[src/rtl/pmem_arbiter.sv]
// rtl/pmem_arbiter.sv - physical-memory port arbiter between icache and dcache miss paths
//
// Purpose: grants the single pmem port to one requester at a time, holds the
//   grant until pmem_resp, routes the response back, bounds data-side priority
//   with a starvation streak counter and flags a hung memory with a watchdog.
// Ports:
//   clk, rst_n                      clock, asynchronous active-low reset
//   i_read, i_addr                  icache line-fill request (level) and address
//   i_rdata, i_resp                 icache fill data and done pulse
//   d_read, d_write, d_addr,        dcache fill / write-back request (level),
//   d_wdata                         address and write-back data
//   d_rdata, d_resp                 dcache fill data and done pulse
//   pmem_read, pmem_write,          physical-memory strobes, address and
//   pmem_addr, pmem_wdata           write data
//   pmem_rdata, pmem_resp           physical-memory read data and done pulse
//   busy                            high in any SERVE state
//   err_timeout                     sticky watchdog error
module pmem_arbiter #(
  parameter int ADDR_W       = 16,
  parameter int LINE_W       = 128,
  parameter int STARVE_LIMIT = 4,
  parameter int TIMEOUT      = 1023
) (
  input  logic              clk,
  input  logic              rst_n,
  input  logic              i_read,
  input  logic [ADDR_W-1:0] i_addr,
  output logic [LINE_W-1:0] i_rdata,
  output logic              i_resp,
  input  logic              d_read,
  input  logic              d_write,
  input  logic [ADDR_W-1:0] d_addr,
  input  logic [LINE_W-1:0] d_wdata,
  output logic [LINE_W-1:0] d_rdata,
  output logic              d_resp,
  output logic              pmem_read,
  output logic              pmem_write,
  output logic [ADDR_W-1:0] pmem_addr,
  output logic [LINE_W-1:0] pmem_wdata,
  input  logic [LINE_W-1:0] pmem_rdata,
  input  logic              pmem_resp,
  output logic              busy,
  output logic              err_timeout
);

  typedef enum logic [1:0] {
    IDLE    = 2'd0,
    SERVE_I = 2'd1,
    SERVE_D = 2'd2,
    RELEASE = 2'd3
  } state_t;

  localparam logic [3:0]  LIMIT     = 4'(STARVE_LIMIT);
  // The watchdog trips on the serve cycle whose increment would reach TIMEOUT,
  // so err_timeout rises after exactly TIMEOUT unanswered serve cycles.
  localparam logic [15:0] WDOG_LAST = 16'(TIMEOUT - 1);

  state_t      state;
  state_t      state_nxt;
  logic [3:0]  streak;
  logic [15:0] wdog;
  logic        d_pend;
  logic        grant_i;
  logic        grant_d;
  logic        serving;
  logic        timeout_hit;

  assign d_pend      = d_read | d_write;
  // I wins when it is alone or once D has had STARVE_LIMIT grants in a row
  // while I was waiting.
  assign grant_i     = i_read & (~d_pend | (streak >= LIMIT));
  assign grant_d     = d_pend & ~grant_i;
  assign serving     = (state == SERVE_I) || (state == SERVE_D);
  assign timeout_hit = serving & ~pmem_resp & (wdog == WDOG_LAST);

  // State register
  always_ff @(posedge clk or negedge rst_n) begin
    if (!rst_n) begin
      state <= IDLE;
    end else begin
      state <= state_nxt;
    end
  end

  // Next-state logic
  always_comb begin
    state_nxt = state;
    case (state)
      IDLE: begin
        if (grant_i) begin
          state_nxt = SERVE_I;
        end else if (grant_d) begin
          state_nxt = SERVE_D;
        end
      end
      SERVE_I, SERVE_D: begin
        // Memory cannot abort, so only a response or the watchdog ends a grant.
        if (pmem_resp || timeout_hit) begin
          state_nxt = RELEASE;
        end
      end
      RELEASE: state_nxt = IDLE;
      default: state_nxt = IDLE;
    endcase
  end

  // Starvation streak, watchdog and sticky error
  always_ff @(posedge clk or negedge rst_n) begin
    if (!rst_n) begin
      streak      <= 4'd0;
      wdog        <= 16'd0;
      err_timeout <= 1'b0;
    end else if (state == IDLE) begin
      if (grant_i) begin
        streak <= 4'd0;
        wdog   <= 16'd0;
      end else if (grant_d) begin
        if (!i_read) begin
          streak <= 4'd0;
        end else if (streak != 4'hF) begin
          streak <= streak + 4'd1;
        end
        wdog <= 16'd0;
      end
    end else if (serving && !pmem_resp) begin
      wdog <= wdog + 16'd1;
      if (timeout_hit) begin
        err_timeout <= 1'b1;
      end
    end
  end

  // Outputs: strobes follow the live request inputs while a grant is held
  always_comb begin
    pmem_read  = 1'b0;
    pmem_write = 1'b0;
    pmem_addr  = '0;
    pmem_wdata = '0;
    case (state)
      SERVE_I: begin
        pmem_read = 1'b1;
        pmem_addr = i_addr;
      end
      SERVE_D: begin
        pmem_write = d_write;
        pmem_read  = d_read & ~d_write;
        pmem_addr  = d_addr;
        pmem_wdata = d_wdata;
      end
      default: begin
        pmem_read  = 1'b0;
        pmem_write = 1'b0;
      end
    endcase
  end

  assign busy    = serving;
  assign i_resp  = pmem_resp & (state == SERVE_I);
  assign d_resp  = pmem_resp & (state == SERVE_D);
  assign i_rdata = pmem_rdata;
  assign d_rdata = pmem_rdata;

endmodule

[config.mk]
export PLATFORM = sky130hd
export DESIGN_NAME = pmem_arbiter
export DESIGN_NICKNAME = d
export VERILOG_FILES = /design/src/rtl/pmem_arbiter.sv
export SDC_FILE = /design/constraint.sdc
export NUM_CORES = 1
export LEC_CHECK = 0
export BUFFER_PORTS_ARGS = -buffer_cell sky130_fd_sc_hd__buf_2
export CAP_MARGIN = 20
export CORE_AREA = 2 2 272 274
export CTS_CLUSTER_SIZE = 14
export DETAILED_ROUTE_END_ITERATION = 16
export DIE_AREA = 0 0 274 276
export SETUP_SLACK_MARGIN = 0.3
export SKIP_LAST_GASP = 1
export SYNTH_ARGS = -nofsm -noshare
export SYNTH_HDL_FRONTEND = slang
export SYNTH_SLANG_ARGS = --single-unit
[constraint.sdc]
create_clock -name clk -period 2.1 [get_ports clk]
set_clock_uncertainty 0.2 [all_clocks]
set_input_delay 0 -clock clk [delete_from_list [all_inputs] [get_ports clk]]
set_output_delay 0 -clock clk [all_outputs]
set_load 0.005 [all_outputs]
Yosys cells after proc, flatten, opt, wreduce, memory -nomap -nowiden. Index checks and enable logic that the tools add are counted.

Add/subtract/negate cells: 2. Magnitude comparators: 1. Eq/ne operators: 8. Mux-type cells: 16. Bitwise logic cells: 14. Reductions and logical operators: 12.

Operators with widths (count): two-way mux 128 bit (1); two-way mux 16 bit (4); case mux 16 bit (2 select lines) (1); adder 16 x 1 -> 16 bit, second input constant (1); equality test 16 x 10 -> 1 bit, second input constant (1); two-way mux 4 bit (4); AND 1 bit (7); two-way mux 2 bit (3); case mux 2 bit (3 select lines) (1); AND reduction 3 bit (2); inverter 1 bit (5); adder 4 x 1 -> 4 bit, second input constant (1); equality test 2 bit, second input constant (2); greater-or-equal comparator 4 x 3 -> 1 bit, second input constant (1); != test 4 bit, second input constant (1); AND reduction 2 bit (2); nonzero test 2 bit (2); != test 3 x 1 -> 1 bit, second input constant (1); != test 3 bit, second input constant (1); equality test 2 x 1 -> 1 bit, second input constant (1); logical NOT 2 bit (1); logical OR 1 bit (2); != test 2 bit, second input constant (1); bitwise OR 1 bit (2); 5 further kinds (5).

Flip-flop bits (word level): 23. Input port bits: 294. Output and inout port bits: 406. Logic and storage cells: 57.

Depth between registers and ports, before layout.
Word-level depth: 9. Gate-level depth with buffers: 7. Depth with buffers taken out: 6.

Worst setup path before layout. OpenSTA, ideal clock, no wires.

Kind: register to register. From: register state[0]. To: register wdog[12]. Setup time: 0.077 ns. Arrival: 2.091 ns. Required time: 1.823 ns. Setup slack: -0.269 ns. Cell stages (with the launch flop): 8. Path buffers: 1. Clock period less this slack: 2.369 ns. Path through: dfrtp_1 inv_1 ha_1 or3b_1 buf_2 a21o_1 or4_1 a21oi_1.

Cells in the longest elaborated chain, start to end: 5. Elaborated cells between the ends (all ways): 9. Classes of those cells: eq/ne: 3; mux: 1; reduce/logical: 5.

Ends and longest elaborated chain: start, declared (line 58) `state_t state;`; start signal, assigned (line 81) `state <= state_nxt;`; equality test 2 x 1 -> 1 bit / equality test 2 bit (equally long branches) (line 73) `assign serving = (state == SERVE_I) || (state == SERVE_D);`; logical OR 1 bit * (line 73); net busy (line 42) `output logic busy,`; logical AND 1 bit * (line 125) `end else if (serving && !pmem_resp) begin`; nonzero test 2 bit (no source line) *; AND reduction 2 bit (no source line) *; end signal, assigned (line 126) `wdog <= wdog + 16'd1;`; end, declared (line 61) `logic [15:0] wdog;`.

Mark *: on every way through the listed nets, which the timed path passes. The rest lies on a longest branch. A chain may end at the register's enable or synchronous reset.

Worst setup path after layout.
From: register state[0]. To: register wdog[12].

Cells in the longest elaborated chain, start to end: 5. Elaborated cells between the ends (all ways): 9. Classes of those cells: eq/ne: 3; mux: 1; reduce/logical: 5.

Ends and longest elaborated chain (line): equality test 2 x 1 -> 1 bit / equality test 2 bit (equally long branches) (73); logical OR 1 bit (73); logical AND 1 bit (125); nonzero test 2 bit (no source line); AND reduction 2 bit (no source line).

Several ways; a longest one is shown, not always the timed one.

==> qor.yml <==
outcome: "finished, violations left"
violations: "negative setup slack"
ys_ff_latch: 23
wl_per_cell_um: 28.50
max_stage_delay_ns: 0.48
post_synth_xor_area_fraction_pct: 1.022
max_cap_viol_count: 0
fin_crit_ns: 2.119
r2r-start: "state[0]"
synth_area_mm2: 0.004283
cts_buffers: 3
grt_pass1_vias: 4995
finalWorstSetupSlack_ns: -0.01858
synth_top_area_cell: "buf_4"
start_util_pct: 5.900
clkPwrFrac_pct: 4.0
synth_compound_gate_area_share_pct: 7.508
synth_nets: 874
dieArea_mm2: 0.07562
fin_nets: 1109
fin_crit_sh_pct: 100.9
row_count: 99
final_core_util_pct: 11.96
worstPathRequired_ns: 2.09
grt_max_degree: 24
synthArstFlopShare_pct: 100.0
p_int_w: 0.005821
synth.area.top_cells: "buf_4, and2_1, dfrtp_1"
cts_buffer_depth: 2
io_pins: 700
hold_class: "input pin to async pin"
drt-pass1-iter-count: 4
grt_use_total_pct: 12.63
path_cells: "inv_2 > ha_4 > or3b_4 > a21o_1 > or4_4 > a21oi_2"
yosys.area_share.simple_pct: 27.52
yosysSeqAreaShare_pct: 13.44
drc: 0
power.total_w: 0.01034
hold_viol: 0
synthFlopType: "dfrtp_1"
area_delta_synth_final_pct: 102.7
h-tree-depth: 1
gp_congestion: 0.8498
p_sw_w: 0.004524
ys_types: 40
crit_start: "state[0]"
drive_gt1_share_pct: 65.30
synth_top_family_by_area: "buffers and inverters"
crit_arrival_ns: 2.11
die-height_um: 276
clock-sinks: 23
synth_top_area_share_pct: 44.87
antenna_found_initial: 69
ir_worst_vdd_uv: 696.5
synthAdderAreaFrac_pct: 2.045
slew_viol_final: 0
slowest_stage: "or4_4"
grt_first_pass_wirelength_um: 60170
fin_tns_setup_ns: -0.02095
synth_mux_area_share_pct: 0.4966
worstSetupStartpointType: "flip-flop"
vias: 5053
max_slew.worst_pin.slew_ns: 0.5249
synthCells: 573
syn_area_per_cell_um2: 7.474
seq_power_share_pct: 5.4
vias_per_cell: 2.842
max-slew-margin-rel_pct: 65.00
rsz0062_at_grt: "yes"
detail_route.iter0.violations: 139
pre_cts_ws_ns: -0.04880
routed_wl_um: 50670
leakagePower_nw: 3.811
combPwrFrac_pct: 90.6
crit_type: "flip-flop to flip-flop"
p_sw_share_pct: 43.73
yosysWarningCount: 0
cts-root-buf: "clkbuf_16"
clk_pin_slew_ns: 0.06
max_freq_mhz: 472.0
die_width_um: 274
crit_fanout: 3
finalSetupViolCount: 2
insertion_delay_ns: 0.25
core_mm2: 0.07259
port_buffers: 315
power_density_mw_per_mm2: 1191
end_kind: "flip-flop"
dp_hpwl_um: 40970
ant_nets: 0
synth_edf_count: 0
gr-total-overflow: 0
cts_tree: "built"
## layout make-up
class	instances	area, um2
diodes	12	30.03
clock buffers	4	78.83
fillers	8389	63900
inverters	8	31.28
multi-input cells	263	2156
flip-flops and latches	23	575.6
well taps	959	1200
repair buffers	509	4612
## placed cells by master (no fill, tap or decap), types with 16 or more instances in the layout
master / instances
a22oi_2: 16
and2_1: 34
and2_4: 98
buf_16: 16
buf_2: 224
buf_4: 25
buf_6: 74
buf_8: 23
dfrtp_1: 23
dlygate4sd3_1: 130
nor2_1: 24
## critical path: cells and delay by family (launching register included)
family / cells / cell delay, ns
AOI/OAI and AO/OA: 2 / 0.31
adders and majority gates: 1 / 0.26
buffers and inverters: 1 / 0.07
DFF: 1 / 0.37
and+or+nand+nor: 2 / 0.85
## what timing repair did
item                       4_1_cts  5_1_grt
gates cloned                    18        1
hold buffers                   130        0
buffers inserted                22        4
setup endpoints to repair      133      164
hold endpoints to repair       282        0
pin swaps                       31       16
gates resized for setup        311       67
## per-layer routing
layer	track usage [%]	wire [um]
met4	0.9337	1049
met3	12.13	11570
met1	13.82	18010
met5	0	356
met2	18.23	19690
## flip-flops by register name, summed over array words and instances, names as in the netlist
signal	count
state	2
streak	4
err_timeout	1
wdog	16
## per-stage QoR
| step | instance area (um2) | hold WS (ns) | std cells |
|---|---|---|---|
| after floorplan | 4298 | -0.4956 | 573 |
| after global placement | 5255 | -0.1999 | 1587 |
| after detailed placement | 5255 | -0.1999 | 1587 |
| after CTS | 8372 | 0.06684 | 1761 |
| after global routing | 8673 | 0.07972 | 1774 |
| final | 8683 | 0.05550 | 1778 |
## cells in the mapped netlist (all sizes together), types with 3 or more instances
master,instances
a22oi,16
clkbuf,20
nand2,9
dfrtp,23
nand3,6
or3,6
and4,3
and2,133
o21ai,15
xor2,3
nor2,25
ha,7
nand4,3
a21oi,10
or4,3
nor4b,3
inv,7
buf,259
## cells by family (layout without fill, tap and decap cells)
kind of cell / count (synthesis) / after routing
adders and majority gates: 7 / 7
DFF: 23 / 23
muxes: 2 / 2
AOI/OAI and AO/OA: 51 / 51
xor gates and xnor gates: 5 / 5
buffers and inverters: 287 / 521
and+or+nand+nor: 198 / 198
other: 0 / 12
## power groups by stage
stage	logic, W	clock network, W	registers (W)
3_3_place_gp	0.00491	0	0.000565
6_report	0.00937	0.000416	0.000559
5_1_grt	0.0101	0.000445	0.000567
3_5_place_dp	0.00491	0	0.000569
4_1_cts	0.00930	0.000420	0.000557
2_1_floorplan	0.00212	0	0.000567
## worst paths after layout
path / slack [ns] / endpoint / cells after the start
max in group asynchronous: 1.29 / wdog[11] / 2
min in group clk: 0.07 / pmem_wdata[114] / 3
setup reg to reg: -0.02 / wdog[12] / 6
hold reg to reg: 0.31 / err_timeout / 1
setup / recovery: -0.02 / wdog[12] / 6
hold / removal: 0.06 / err_timeout / 2
Power figures use the tool's default switching activity.
